**src/rtl/skeeball_game_ctrl.sv**
```systemverilog
// Game sequencer for the skeeball scorer: start, ball counting, optional inactivity
// timeout, settle-and-latch of the session high score, and one-shot hole sensor pulses.
module skeeball_game_ctrl #(
    parameter int NUM_BALLS     = 9,
    parameter int TIMEOUT       = 0,
    parameter int SETTLE_CYCLES = 2
) (
    input  logic       clk,
    input  logic       reset,
    input  logic       start,
    input  logic       sens0,
    input  logic       sens10,
    input  logic       sens20,
    input  logic       sens30,
    input  logic       sens40,
    input  logic       sens50,
    input  logic       sens100,
    input  logic [7:0] score,
    output logic       playstate,
    output logic       hit0,
    output logic       hit10,
    output logic       hit20,
    output logic       hit30,
    output logic       hit40,
    output logic       hit50,
    output logic       hit100,
    output logic [3:0] balls_left,
    output logic       game_over,
    output logic [7:0] high_score,
    output logic       new_high
);

    typedef enum logic [2:0] {IDLE, CLR, PLAY, SETTLE, DONE} state_t;

    localparam int TW = (TIMEOUT > 1) ? $clog2(TIMEOUT) : 1;

    state_t          state_q, state_d;
    logic            start_q;
    logic [6:0]      sens_q;
    logic            armed_q;
    logic [6:0]      hit_q, hit_d;
    logic [3:0]      balls_q, balls_d;
    logic [3:0]      settle_q, settle_d;
    logic [TW-1:0]   timer_q, timer_d;
    logic [7:0]      high_q, high_d;
    logic            new_high_q, new_high_d;

    logic [6:0]      sens_raw;
    logic [6:0]      top_sel;
    logic            start_rise;
    logic            accept;

    assign sens_raw   = {sens100, sens50, sens40, sens30, sens20, sens10, sens0};
    assign start_rise = start & ~start_q;
    assign accept     = (state_q == PLAY) && armed_q && (sens_q != 7'b0);

    // Highest-value hole wins when several sensors are set together.
    always_comb begin
        top_sel = 7'b0;
        for (int i = 0; i < 7; i++) begin
            if (sens_q[i]) begin
                top_sel = 7'b1 << i;
            end
        end
    end

    always_comb begin
        state_d    = state_q;
        balls_d    = balls_q;
        timer_d    = timer_q;
        settle_d   = settle_q;
        high_d     = high_q;
        new_high_d = new_high_q;
        hit_d      = accept ? top_sel : 7'b0;
        case (state_q)
            IDLE: begin
                if (start_rise) state_d = CLR;
            end
            CLR: begin
                balls_d    = 4'(NUM_BALLS);
                timer_d    = '0;
                new_high_d = 1'b0;
                state_d    = PLAY;
            end
            PLAY: begin
                settle_d = 4'd0;
                if (accept) begin
                    balls_d = balls_q - 1'b1;
                    timer_d = '0;
                    if (balls_q == 4'd1) state_d = SETTLE;
                end else if (TIMEOUT != 0) begin
                    if (timer_q == TW'(TIMEOUT - 1)) begin
                        state_d = SETTLE;
                    end else begin
                        timer_d = timer_q + 1'b1;
                    end
                end
            end
            SETTLE: begin
                // BCD digits compare correctly as plain unsigned bytes.
                if (settle_q == 4'(SETTLE_CYCLES - 1)) begin
                    if (score > high_q) begin
                        high_d     = score;
                        new_high_d = 1'b1;
                    end
                    state_d = DONE;
                end else begin
                    settle_d = settle_q + 1'b1;
                end
            end
            DONE: begin
                if (start_rise) state_d = CLR;
            end
            default: state_d = IDLE;
        endcase
    end

    always_ff @(posedge clk) begin
        if (reset) begin
            state_q    <= IDLE;
            start_q    <= 1'b0;
            sens_q     <= 7'b0;
            armed_q    <= 1'b1;
            hit_q      <= 7'b0;
            balls_q    <= 4'd0;
            settle_q   <= 4'd0;
            timer_q    <= '0;
            high_q     <= 8'h00;
            new_high_q <= 1'b0;
        end else begin
            state_q    <= state_d;
            start_q    <= start;
            sens_q     <= sens_raw;
            // Re-arm only after every hole has read empty for a cycle.
            armed_q    <= (sens_q == 7'b0);
            hit_q      <= hit_d;
            balls_q    <= balls_d;
            settle_q   <= settle_d;
            timer_q    <= timer_d;
            high_q     <= high_d;
            new_high_q <= new_high_d;
        end
    end

    assign playstate  = (state_q == PLAY) || (state_q == SETTLE) || (state_q == DONE);
    assign game_over  = (state_q == DONE);
    assign balls_left = balls_q;
    assign high_score = high_q;
    assign new_high   = new_high_q;
    assign {hit100, hit50, hit40, hit30, hit20, hit10, hit0} = hit_q;

endmodule

```
**config.mk**
```make
export PLATFORM = sky130hd
export DESIGN_NAME = skeeball_game_ctrl
export DESIGN_NICKNAME = d
export VERILOG_FILES = /design/src/rtl/skeeball_game_ctrl.sv
export SDC_FILE = /design/constraint.sdc
export NUM_CORES = 1
export LEC_CHECK = 0
export ABC_AREA = 1
export CAP_MARGIN = 10
export CORE_MARGIN = 2
export CORE_UTILIZATION = 45
export DETAILED_ROUTE_END_ITERATION = 16
export DONT_BUFFER_PORTS = 1
export PLACE_DENSITY = 0.59
export SKIP_CTS_REPAIR_TIMING = 1
export SLEW_MARGIN = 30
export SYNTH_ARGS = -nofsm -noshare
export SYNTH_HDL_FRONTEND = slang
export SYNTH_SLANG_ARGS = --single-unit
```
**constraint.sdc**
```tcl
create_clock -name clk -period 2 [get_ports clk]
set_input_delay 0.5 -clock clk [delete_from_list [all_inputs] [get_ports clk]]
set_output_delay 0.5 -clock clk [all_outputs]
set_load 0.02 [all_outputs]
```
## Word-level counts from Yosys, hierarchy flattened

Cells that the tools add are included.

- Bits in registers: 36
- Input bits: 18
- Output and inout bits: 22
- Logic and storage cells: 75

- Add/sub/neg operators: 2
- Order comparisons: 1
- Eq/ne operators: 12
- Muxes and demuxes: 19
- Bitwise gates (word level): 3
- Reduce and logical (&&, ||, !) cells: 23

Operators with widths:

| operator | count |
|---|---|
| 2-to-1 mux 7 bit | 6 |
| one-hot mux 4 bit (2 select lines) | 2 |
| 2-to-1 mux 3 bit | 4 |
| one-hot mux 3 bit (4 select lines) | 1 |
| == test 4 x 1 -> 1 bit, second input constant | 2 |
| > comparator 8 bit | 1 |
| 2-to-1 mux 4 bit | 2 |
| inequality test 2 bit, second input constant | 4 |
| OR reduction 8 bit | 1 |
| logical NOT 7 bit | 1 |
| nonzero test 7 bit | 1 |
| OR reduction 7 bit | 1 |
| == test 3 x 2 -> 1 bit, second input constant | 2 |
| AND reduction 3 bit | 2 |
| nonzero test 2 bit | 3 |
| OR reduction 6 bit | 1 |
| OR reduction 5 bit | 1 |
| adder 4 x 1 -> 4 bit, second input constant | 1 |
| inequality test 2 x 1 -> 1 bit, second input constant | 2 |
| AND reduction 2 bit | 2 |
| AND reduction 4 bit | 1 |
| OR reduction 2 bit | 2 |
| OR reduction 4 bit | 1 |
| subtractor 4 x 1 -> 4 bit, second input constant | 1 |
| 10 further kinds | 15 |

## Depth between registers and ports, before layout

Gate-level depths: netlist of run 1.

- Depth in word-level cells: 7
- Gate-level depth with buffers: 13
- Mapped depth without buffers: 12

## Least setup slack after synthesis of run 1

OpenSTA, ideal clock, no wires.

- Kind: input port to flip-flop
- Start point: input score[5]
- End point: register high_q[1] (netlist: high_score[1])
- Library setup time: 0.115 ns
- Arrival time: 1.521 ns
- Required time: 1.885 ns
- Setup slack: 0.364 ns
- Stages on the path: 8
- Path buffers: 1
- Path through: ha_1 > a21oi_1 > nor2_1 > nor2_1 > nand2_1 > buf_6 > a21oi_1 > nor2_1

- Cells in the longest elaborated chain, start to end: 2

RTL lines:

| element | RTL line | source |
|---|---|---|
| start, declared | 18 | `input logic [7:0] score,` |
| > comparator 8 bit | 102 | `if (score > high_q) begin` |
| AND reduction 3 bit (no line) | - |  |
| end signal, assigned | 140 | `high_q <= high_d;` |
| end, declared | 45 | `logic [7:0] high_q, high_d;` |

Every way passes these cells.
A chain may end at the register's enable or synchronous reset.

## Worst setup path in the final report of run 1

- Start point: register state_q[0]
- End point: output playstate

- Cells in the longest elaborated chain, start to end: 3
- Elaborated cells between the ends (all ways): 5

RTL lines:

| element | RTL line | source |
|---|---|---|
| start, declared | 37 | `state_t state_q, state_d;` |
| start signal, assigned | 131 | `state_q <= state_d;` |
| == test 3 x 2 -> 1 bit | 145 | `assign playstate = (state_q == PLAY) \|\| (state_q == SETTLE) \|\| (state_q == DONE);` |
| logical OR 1 bit | 145 |  |
| logical OR 1 bit (*) | 145 |  |
| end, declared | 19 | `output logic playstate,` |

Mark *: on every way between the ends. The rest lies on a longest branch, timed or not.

==> results_dict.tcl, run 1 <==
set metrics [dict create \
    grt_max_degree 18 \
    syn-cell-area_mm2 0.00184 \
    row_count 23 \
    clock_skew_ns 0.00480 \
    ir_drop_v 0.000658 \
    numCtsBuffers 5 \
    dr.pass1.iters 4 \
    dieArea_mm2 0.00462 \
    area_delta_synth_final_pct 12.0 \
    routed_wl_mm 3.25 \
    status "finished, final reports clean" \
    setup_violations 0 \
    synth-seq-area-share_pct 39.1 \
    critPathArrivalTime_ns 1.26 \
    power_density_mw_per_mm2 1090 \
    synth_warnings 0 \
    num_antenna_cells 0 \
    drt_iter0_drc 82 \
    fmax_ghz 0.570 \
    ant_nets 0 \
    vias_per_cell 4.65 \
    wl_per_cell_um 10.5 \
    finalHoldViolCount 0 \
    clkSlewWorstSetupHoldPaths_ns 0.07 \
    initial_core_util_pct 46.4 \
    rsz0062_at_grt "no" \
    avgSynthCellArea_um2 7.49 \
    synthCells 246 \
    io_pins 40 \
    grt_pass1_wl_mm 5.21 \
    cts_buffer_depth 2 \
    async_flop_share_pct 0 \
    drv_cap 0 \
    synthDistinctLibCells 29 \
    gr-usage-all-layers_pct 15.2 \
    fin_crit_sh_pct 87.8 \
    fin_crit_ns 1.76 \
    path_class "reg2out" \
    layout_common_cells "nor2_1 (46), inv_1 (42), nand2_1 (36), dfxtp_1 (36), nand3_1 (18)" \
    ys_ff_latch 36 \
    synth_nets 276 \
    antenna_found_initial 0 \
    gp_congestion 0.762 \
    total_power_w 0.00226 \
    slew_headroom_pct 74.2 \
    num_vias 1446 \
    start_kind "flop" \
    cts.sink_count 36 \
    hold_class "in2reg" \
    worst_pin_slew_ns 0.386 \
    cp.required_ns 1.50 \
    fin_setup_tns_ns 0 \
    cts_tree "done" \
    layout_commonest_cell "nor2_1" \
    slew_viol_final 0 \
    die_w_um 68.0 \
    drive_gt1_share_pct 15.7 \
    insertion_delay_ns 0.28 \
    synth_edf_count 0 \
    r2r_setup_slack_ns 0.49 \
    h-tree-depth 2 \
    die_h_um 68.0 \
    fin_util_pct 52.0 \
    grt_pass1_vias 1216 \
    port_buffers 0 \
    core_area_mm2 0.00397 \
    overflow 0 \
    hpwl_mm 2.49 \
    synth_flop_cell "dfxtp_1" \
    p_leak_nw 0.960 \
    endpoint_kind "primary output" \
    fin_nets 290 \
    root_buffer "clkbuf_8" \
    drc 0 \
    crit_fanout 4 \
]
-- final timing paths --
| check | start | endpoint | cells after the start |
|---|---|---|---|
| max reg2reg | high_score[7] | new_high | 9 |
| min | reset | balls_left[3] | 1 |
| max | state_q[0] | playstate | 4 |
| min reg2reg | sens_q[6] | hit_q[5] | 1 |
-- cell type report --
class / count / area [um2]
timing repair buffer: 11 / 82.6
inverter: 46 / 178
clock buffer: 5 / 68.8
tap: 50 / 62.6
clock inverter: 3 / 42.5
multi-input combinational: 160 / 908
sequential: 36 / 721
fill: 405 / 1910
-- kinds of logic after synthesis --
group | share of synthesized area (%)
fa+ha+maj | 8.15
buf+inv | 11.5
xor+xnor | 0.951
flops | 39.1
simple gates | 31.9
compound gates | 8.29
-- through the flow --
| step | setup WS [ns] | cells | hold slack, ns | area (um2) |
|---|---|---|---|---|
| 3_5_place_dp | 0.352 | 303 | 0.410 | 1950 |
| 2_1_floorplan | 0.364 | 246 | 0.397 | 1840 |
| 4_1_cts | 0.219 | 311 | 0.269 | 2060 |
| 3_3_place_gp | 0.358 | 303 | 0.411 | 1950 |
| 5_1_grt | 0.151 | 311 | 0.258 | 2060 |
| 6_report | 0.245 | 311 | 0.279 | 2060 |
-- cell usage after synthesis, types with 2 or more instances --
cell,count,area [um2]
a21oi_1,13,65.1
a21oi_2,4,35.0
dfxtp_1,36,721
ha_1,12,150
inv_1,42,158
inv_2,3,11.3
nand2_1,36,135
nand2_2,3,18.8
nand2_4,4,45.0
nand3_1,18,90.1
nand3_2,2,20.0
nand4_1,2,12.5
nor2_1,46,173
nor2_4,3,33.8
nor3_1,3,15.0
o21ai_0,6,30.0
-- report_power, final --
| group | internal, W | switching (W) | leakage, nW | total [W] |
|---|---|---|---|---|
| Combinational | 0.000259 | 0.000438 | 0.612 | 0.000697 |
| Clock | 0.000368 | 0.000254 | 0.0541 | 0.000622 |
| Sequential | 0.000805 | 0.000131 | 0.294 | 0.000936 |
-- per-layer routing --
| metal | global-route usage [%] | wire (um) |
|---|---|---|
| met1 | 19.8 | 1580 |
| met5 | 0 | 0 |
| met4 | 5.25 | 38 |
| met3 | 5.92 | 230 |
| met2 | 22.8 | 1400 |
-- state kept, by name (all words and copies together) (netlist names) --
signal	count
high_score	8
hit_q	7
sens_q	7
balls_left	4
settle_q	4
state_q	3
armed_q	1
new_high	1
start_q	1
-- worst max-delay path, stage by stage (launching register included) --
cell and delay, ns:
dfxtp_1 0.33, inv_1 0.14, nand2_1 0.13, o21ai_0 0.19, buf_4 0.17
No activity file was read; power rests on OpenSTA's default activity.
==> run 2: changes to the inputs <==
--- a/config.mk
+++ b/config.mk
@@ -11,9 +11,9 @@
 export CORE_UTILIZATION = 45
 export DETAILED_ROUTE_END_ITERATION = 16
 export DONT_BUFFER_PORTS = 1
-export PLACE_DENSITY = 0.59
+export PLACE_DENSITY = 0.61
 export SKIP_CTS_REPAIR_TIMING = 1
-export SLEW_MARGIN = 30
+export SLEW_MARGIN = 20
 export SYNTH_ARGS = -nofsm -noshare
 export SYNTH_HDL_FRONTEND = slang
 export SYNTH_SLANG_ARGS = --single-unit
==> constraint.sdc (replaced) <==
create_clock -name clk -period 1.41 [get_ports clk]
set_input_delay 0.282 -clock clk [delete_from_list [all_inputs] [get_ports clk]]
set_output_delay 0.282 -clock clk [all_outputs]
set_load 0.02 [all_outputs]
==> run 2 against run 1 <==
  * The run now ends with setup timing left
  * Worst setup slack got worse by 0.31 ns
  * Via count increased by 7.1%
  * Wire length increased by 11%
  * Global-route usage increased by 2.1 points
  * Critical path depth increased by 8
  * First-iteration DRC count decreased by 43%
  * Total power increased by 54%
  * Register-to-register slack got worse by 0.55 ns
  * Count of clock-buffer cells in the layout increased by 1
==> results_dict.tcl, run 2 (synthesis gave the netlist of run 1 again) <==
set metrics [dict create \
    violations "setup timing" \
    status "complete, but fails checks" \
    finalHoldViolCount 0 \
    crit_fanout 5 \
    dp_worst_setup_slack_ns -0.0835 \
    cts_buffer_depth 2 \
    area_delta_synth_final_pct 28.6 \
    cp_slowest_cell "dfxtp_4" \
    p_leak_nw 1.07 \
    ir_drop_v 0.000870 \
    overflow 0 \
    setup_ws_ns -0.0605 \
    num_antenna_cells 0 \
    fmax_ghz 0.680 \
    drv_cap 0 \
    clock_skew_ns 0.00846 \
    slew_headroom_pct 77.2 \
    dieArea_mm2 0.00462 \
    layout_commonest_cell "nor2_1" \
    gp_congestion 0.802 \
    gr-usage-all-layers_pct 17.3 \
    hpwl_mm 2.66 \
    drive_gt1_share_pct 34.1 \
    drc 0 \
    h-tree-depth 2 \
    power_density_mw_per_mm2 1470 \
    grt_pass1_wl_mm 6.04 \
    start_kind "flop" \
    multi_input_comb_area_mm2 0.00105 \
    antenna_found_initial 0 \
    cts.sink_count 36 \
    rsz0062_at_grt "yes" \
    io_pins 40 \
    layout_common_cells "nor2_1 (42), inv_1 (36), nand2_1 (29), dfxtp_1 (26), buf_4 (19)" \
    die_h_um 68.0 \
    post_dp_cell_area_mm2 0.00215 \
    critPathArrivalTime_ns 1.66 \
    insertion_delay_ns 0.29 \
    wl_per_cell_um 11.2 \
    row_count 23 \
    die_w_um 68.0 \
    core_area_mm2 0.00397 \
    fin_nets 302 \
    crit_top_cell "nand2_1" \
    numCtsBuffers 5 \
    cp.required_ns 1.60 \
    port_buffers 0 \
    setup_violations 9 \
    dr.pass1.iters 4 \
    register_area_um2 753 \
    crit_chain "inv_2, ha_4, nand2_1, inv_1, nand2_1, nand2_1, nand2_2, nand2_4, buf_6, nand3_2, nand2_1, nor2_1" \
    slew_viol_final 0 \
    finalInstanceArea_mm2 0.00237 \
    fin_crit_ns 1.47 \
    endpoint_kind "flop" \
    vias_per_cell 4.80 \
    root_buffer "clkbuf_8" \
    ant_nets 0 \
    num_vias 1549 \
    hold_class "in2reg" \
    worst_pin_slew_ns 0.342 \
    initial_core_util_pct 46.4 \
    grt_pass1_vias 1407 \
    fin_crit_sh_pct 104 \
    critical_path.max_stage_delay_ns 0.35 \
    fin_setup_tns_ns -0.425 \
    grt_max_degree 18 \
    drt_iter0_drc 47 \
    final.fill_count 380 \
    largest_register_ff_count 8 \
    fin_util_pct 59.6 \
    routed_wl_mm 3.62 \
    clkSlewWorstSetupHoldPaths_ns 0.07 \
    path_class "reg2reg" \
    cts_tree "done" \
]
==> run 2: per-stage QoR <==
stage	hold WS, ns	instances	power, W
after floorplan	0.351	246	0.00215
after global placement	0.354	312	0.00246
after detailed placement	0.357	312	0.00247
after CTS	0.0386	320	0.00337
after global routing	0.0412	323	0.00375
final	0.0533	323	0.00348
==> run 2: area by class of cell <==
class / instances / area share, %
Multi-Input combinational cell: 160 / 44.3
Sequential cell: 36 / 31.8
Inverter: 46 / 7.82
Clock inverter: 2 / 1.48
Timing Repair Buffer: 23 / 8.87
Clock buffer: 6 / 3.06
Tap cell: 50 / 2.64
==> run 2: path summary, 6_finish.rpt <==
path	startpoint	endpoint	slack, ns	cells past startpoint
min reg2reg	sens_q[6]	hit_q[5]	0.42	1
max reg2reg	high_score[3]	high_score[6]	-0.06	12
min	reset	settle_q[1]	0.05	1
max	high_score[3]	high_score[6]	-0.06	12
==> run 2: critical path, delay by kind of cell (launching register included) <==
kind | cells | cell delay (ns)
buffers and inverters | 3 | 0.24
flip-flops | 1 | 0.35
AND/OR/NAND/NOR | 8 | 0.53
adder cells (fa/ha/maj) | 1 | 0.25
==> run 2: where the power goes <==
group          switching [W]  leakage (nW)  internal [W]  total (W)
Combinational       0.000794         0.716      0.000550    0.00134
Clock               0.000363        0.0552      0.000525   0.000887
Sequential          0.000109         0.301       0.00114    0.00125
Total                0.00127          1.07       0.00222    0.00348
==> run 2: metal layers <==
| metal | share of wire (%) | GRT usage, % | wire length, um |
|---|---|---|---|
| met1 | 45 | 21.3 | 1610 |
| met2 | 46 | 27.8 | 1680 |
| met3 | 7.4 | 6.09 | 268 |
| met4 | 1.5 | 6.00 | 55 |
| met5 | 0 | 0 | 0 |
==> run 3: changes to the inputs <==
--- a/config.mk
+++ b/config.mk
@@ -7,11 +7,14 @@
 export LEC_CHECK = 0
 export ABC_AREA = 1
 export CAP_MARGIN = 10
+export CELL_PAD_IN_SITES_DETAIL_PLACEMENT = 1
+export CELL_PAD_IN_SITES_GLOBAL_PLACEMENT = 2
 export CORE_MARGIN = 2
-export CORE_UTILIZATION = 45
+export CORE_UTILIZATION = 31
+export CTS_CLUSTER_DIAMETER = 150
 export DETAILED_ROUTE_END_ITERATION = 16
 export DONT_BUFFER_PORTS = 1
-export PLACE_DENSITY = 0.61
+export PLACE_DENSITY = 0.72
 export SKIP_CTS_REPAIR_TIMING = 1
 export SLEW_MARGIN = 20
 export SYNTH_ARGS = -nofsm -noshare
==> run 3 against run 2 <==
  * The flow still finishes with violations (setup timing)
  * Die area rose by 42%
  * Global-route usage fell by 3.0 points
  * Flip-flop and latch count unchanged
  * Worst hold slack got worse by 0.0034 ns
  * Total power fell by 0.16%
  * Largest cell class unchanged
  * Highest routed layer unchanged
==> results_dict.tcl, run 3 (synthesis gave the netlist of run 1 again) <==
set metrics [dict create \
    status "complete, but fails checks" \
    violations "setup timing" \
    slew_viol_final 0 \
    cts.sink_count 36 \
    power_density_mw_per_mm2 1400 \
    cp_num_cells 8 \
    layout_common_cells "nor2_1 (43), inv_1 (35), nand2_1 (29), dfxtp_1 (26), buf_4 (24)" \
    initial_core_util_pct 31.7 \
    holdPathStages 1 \
    drt_iter0_drc 10 \
    rsz0062_at_grt "yes" \
    overflow 0 \
    num_antenna_cells 0 \
    row_count 28 \
    grt_pass1_vias 1588 \
    core_area_mm2 0.00582 \
    area_delta_synth_final_pct 34.6 \
    numCtsBuffers 5 \
    gr-usage-all-layers_pct 14.2 \
    path_class "reg2reg" \
    cts_buffer_depth 2 \
    vias_per_cell 4.46 \
    reg2reg_depth 8 \
    p_leak_nw 1.10 \
    whs_ns 0.0499 \
    path_delay_family "flip-flops" \
    final.fill_count 726 \
    hold_end "balls_left[3]" \
    register_area_um2 756 \
    cts_tree "done" \
    drv_cap 0 \
    r2r-start "high_score[7]" \
    fin_nets 307 \
    setup_violations 9 \
    critPathArrivalTime_ns 1.69 \
    reg2reg_to "high_score[1]" \
    insertion_delay_ns 0.29 \
    worst_pin_slew_ns 0.315 \
    fin_crit_ns 1.50 \
    wl_per_cell_um 12.5 \
    setup_ws_ns -0.0910 \
    dp_cells 341 \
    r2r_setup_slack_ns -0.09 \
    grt_max_degree 18 \
    finalHoldViolCount 0 \
    clock_skew_ns 0.00209 \
    crit_chain "inv_2, ha_4, a21o_1, nor2_2, nand2_4, buf_12, a21oi_2, nor2_1" \
    hold_class "in2reg" \
    grt_pass1_wl_mm 7.13 \
    endpoint_kind "flop" \
    min_from "reset" \
    gp_congestion 0.717 \
    clkSlewWorstSetupHoldPaths_ns 0.08 \
    routed_wl_mm 4.40 \
    dieArea_mm2 0.00657 \
    hpwl_mm 3.32 \
    die_w_um 81.1 \
    layout.cells.non_filler 353 \
    io_pins 40 \
    cp.required_ns 1.60 \
    root_buffer "clkbuf_8" \
    crit_fanout 8 \
    die_h_um 81.1 \
    critical_path.max_stage_delay_ns 0.35 \
    largest_register_ff_count 8 \
    fmax_ghz 0.666 \
    num_vias 1575 \
    port_buffers 0 \
    drive_gt1_share_pct 37.4 \
    layout_commonest_cell "nor2_1" \
    start_kind "flop" \
    drc 0 \
    cp_slowest_cell "dfxtp_4" \
    ir_drop_v 0.000608 \
    slew_headroom_pct 79.0 \
    fin_crit_sh_pct 106 \
    path_buf_inv 2 \
    antenna_found_initial 0 \
    dr.pass1.iters 3 \
    ant_nets 0 \
    multi_input_comb_area_mm2 0.00109 \
    h-tree-depth 2 \
]
==> run 3: area by class of cell <==
cell class	count	share of cell area, %
Clock buffer	5	2.78
Clock inverter	3	0.909
Inverter	46	7.57
Multi-Input combinational cell	160	44.1
Sequential cell	36	30.5
Tap cell	75	3.79
Timing Repair Buffer	28	10.3
==> run 3: how the worst max path moves through the flow <==
stage                              from            end  slack [ns]
final                     high_score[7]  high_score[1]       -0.09
after global routing      high_score[1]  high_score[1]       -0.17
after CTS                 high_score[7]  high_score[1]       -0.15
after detailed placement  high_score[7]  high_score[1]       -0.13
after global placement    high_score[7]  high_score[5]        -0.1
after floorplan           high_score[5]  high_score[0]       -0.05
==> run 3: metal layers <==
layer	track usage (%)	wire length, um	vias up
li1	-	-	822
met1	16.5	1890	720
met2	24.6	2230	28
met3	4.89	225	5
met4	4.58	59	0
met5	0	0	-
==> run 3: stage by stage <==
stage	area [um2]	total power, W	util [%]	setup TNS (ns)	setup slack, ns
final	2480	0.00348	42.6	-0.546	-0.0910
after CTS	2320	0.00333	39.8	-1.37	-0.149
after global placement	2220	0.00253	38.3	-0.741	-0.0962
after floorplan	1960	0.00215	-	-0.424	-0.0479
after global routing	2480	0.00377	42.6	-1.20	-0.175
after detailed placement	2220	0.00255	38.3	-0.953	-0.125
==> run 3: where the power goes <==
| part | total [W] | internal [W] | switching, W |
|---|---|---|---|
| Clock | 0.000762 | 0.000351 | 0.000411 |
| Sequential | 0.00125 | 0.00115 | 0.000104 |
| Combinational | 0.00147 | 0.000629 | 0.000838 |
==> edit (settings of run 3) <==
Register the outputs `playstate` and `game_over`, with the module's reset; this adds one clock of latency there. The other outputs are not delayed to match.
--- a/src/rtl/skeeball_game_ctrl.sv
+++ b/src/rtl/skeeball_game_ctrl.sv
@@ -143,6 +143,13 @@
     end
 
-    assign playstate  = (state_q == PLAY) || (state_q == SETTLE) || (state_q == DONE);
-    assign game_over  = (state_q == DONE);
+    always_ff @(posedge clk) begin
+        if (reset) begin
+            playstate <= '0;
+            game_over <= '0;
+        end else begin
+            playstate <= (state_q == PLAY) || (state_q == SETTLE) || (state_q == DONE);
+            game_over <= (state_q == DONE);
+        end
+    end
     assign balls_left = balls_q;
     assign high_score = high_q;
Formal check against the unedited RTL: not equivalent (a bounded check fails within 4 cycles, from zero or initial values and one cycle with reset high).
==> edit against run 3 <==
The flow still finishes with violations (negative setup slack). Power decreased by 8.0%. Wire length is 0.70% lower. Synthesized area rose by 4.1%. Count of clock-buffer cells in the layout is 1 higher. Die area rose by 3.9%. Sequential cell count grew 2. Final area rose by 0.71%. Worst setup slack better by 0.057 ns. Largest power group is now registers. Highest routed layer unchanged.
==> edit: results (changes against run 3) <==
[status]
outcome=complete, but fails checks
violations=negative setup slack

[route]
route.vias.total=1553  ; -1.4%
viasPerCell=4.37  ; -2.0%
wl_per_cell_um=12.3  ; -1.3%
drtIter0Drc=34  ; +24
first_pass_iters=4  ; +1

[setup_path]
cp-endpoint=high_score[1]
cp_max_fo=6  ; -2
cp.arrival_ns=1.63  ; -0.06 ns

[place]
post-place-ws_ns=-0.0597  ; +0.0653 ns
hpwlAfterDp_um=3200  ; -3.6%
gp_congestion=0.711  ; -0.92%
dp.cells=345  ; +1.2%
io_buffers=0  ; unchanged

[min_path]
worstHoldEndpoint=new_high

[synthesis]
synth_common_cells=nor2_1 (47), inv_1 (45), nand2_1 (42)
synth.yosys.seq_area_share=0.397  ; +0.00530
synth_nets=285  ; +3.3%
synthTopCellsByArea=dfxtp_1 (40%), nor2_1 (9.2%), inv_1 (8.8%), nand2_1 (8.2%), ha_1 (7.8%)

[power_and_ir_drop]
p_leak_nw=1.10  ; +0.29%
ir_drop_v=0.000620  ; +2.0%

[cts]
clk_pin_slew_ns=0.08  ; about the same
cts-htree-levels=2  ; unchanged
cts_made_buffers=5  ; unchanged

[timing]
worstMarginPinSlew_ns=0.372  ; +0.0571 ns
setup_viol=7  ; -2
fin_skew_ns=0.00746  ; +0.00537 ns
setup_ws_ns=-0.0336  ; +0.0574 ns

[layout]
diodes=0  ; unchanged
final_layout_size_suffix_gt1_frac=0.343  ; -0.0312
nets=309  ; +0.65%
nFillCells=717  ; -1.2%

[global_route]
grt_pass1_wl_um=6930  ; -2.8%
grtUsageTotal=0.134  ; -0.00878

[edit: changes by cell type after synthesis, moves of 2 or more]
cell,delta
a21oi_1,-6
nand2_1,+6
a21oi_2,+5
inv_1,+3
dfxtp_1,+2
[edit: cell families after synthesis]
group,count (synthesis),share of synthesized area
xor gates and xnor gates,2,0.00913
DFF,38,0.397
AOI/OAI and AO/OA,24,0.0841
adders and majority gates,12,0.0783
and+or+nand+nor,126,0.313
buffers and inverters,53,0.119
[edit: report_power, final]
group          switching, mW  total (mW)  leakage (nW)  internal [mW]
Sequential             0.125        1.29         0.316           1.17
Combinational          0.602        1.02         0.735          0.423
Clock                  0.426       0.882        0.0486          0.456
Total                   1.15        3.20          1.10           2.05
[edit: critical path, stage by stage (launching register included)]
cell     delay, ns
dfxtp_4       0.36
inv_2         0.04
ha_4          0.24
a21o_1        0.16
nor2_2        0.15
nand2_4       0.08
buf_6         0.14
a21oi_2       0.13
nor2_1        0.04
[edit: per-layer routing]
layer  up-vias  track usage  routed length, µm
met2        23        0.222               2050
li1        827            -                  -
met5         -            0                  0
met3         2       0.0326                184
met1       701        0.170               2110
met4         0       0.0443                 27
[edit: metrics by stage]
stage          instance area, µm²   util  power, mW  hold slack, ns  TNS, ns
4_1_cts                      2340  0.393       3.19          0.0276   -0.617
5_1_grt                      2500  0.419       3.42          0.0286   -0.931
6_report                     2500  0.419       3.20          0.0397   -0.138
2_1_floorplan                2020      -       2.00           0.389   -0.320
3_5_place_dp                 2230  0.374       2.29           0.347   -0.397
3_3_place_gp                 2230  0.374       2.28           0.347        0
[edit: area by class of cell]
class                      instances  share of cell area
inverter                          48              0.0772
clock buffer                       6              0.0376
sequential                        38               0.316
timing repair buffer              20              0.0697
clock inverter                     2             0.00602
timing repair inverter             2             0.00802
multi-input combinational        164               0.448
tap                               75              0.0376
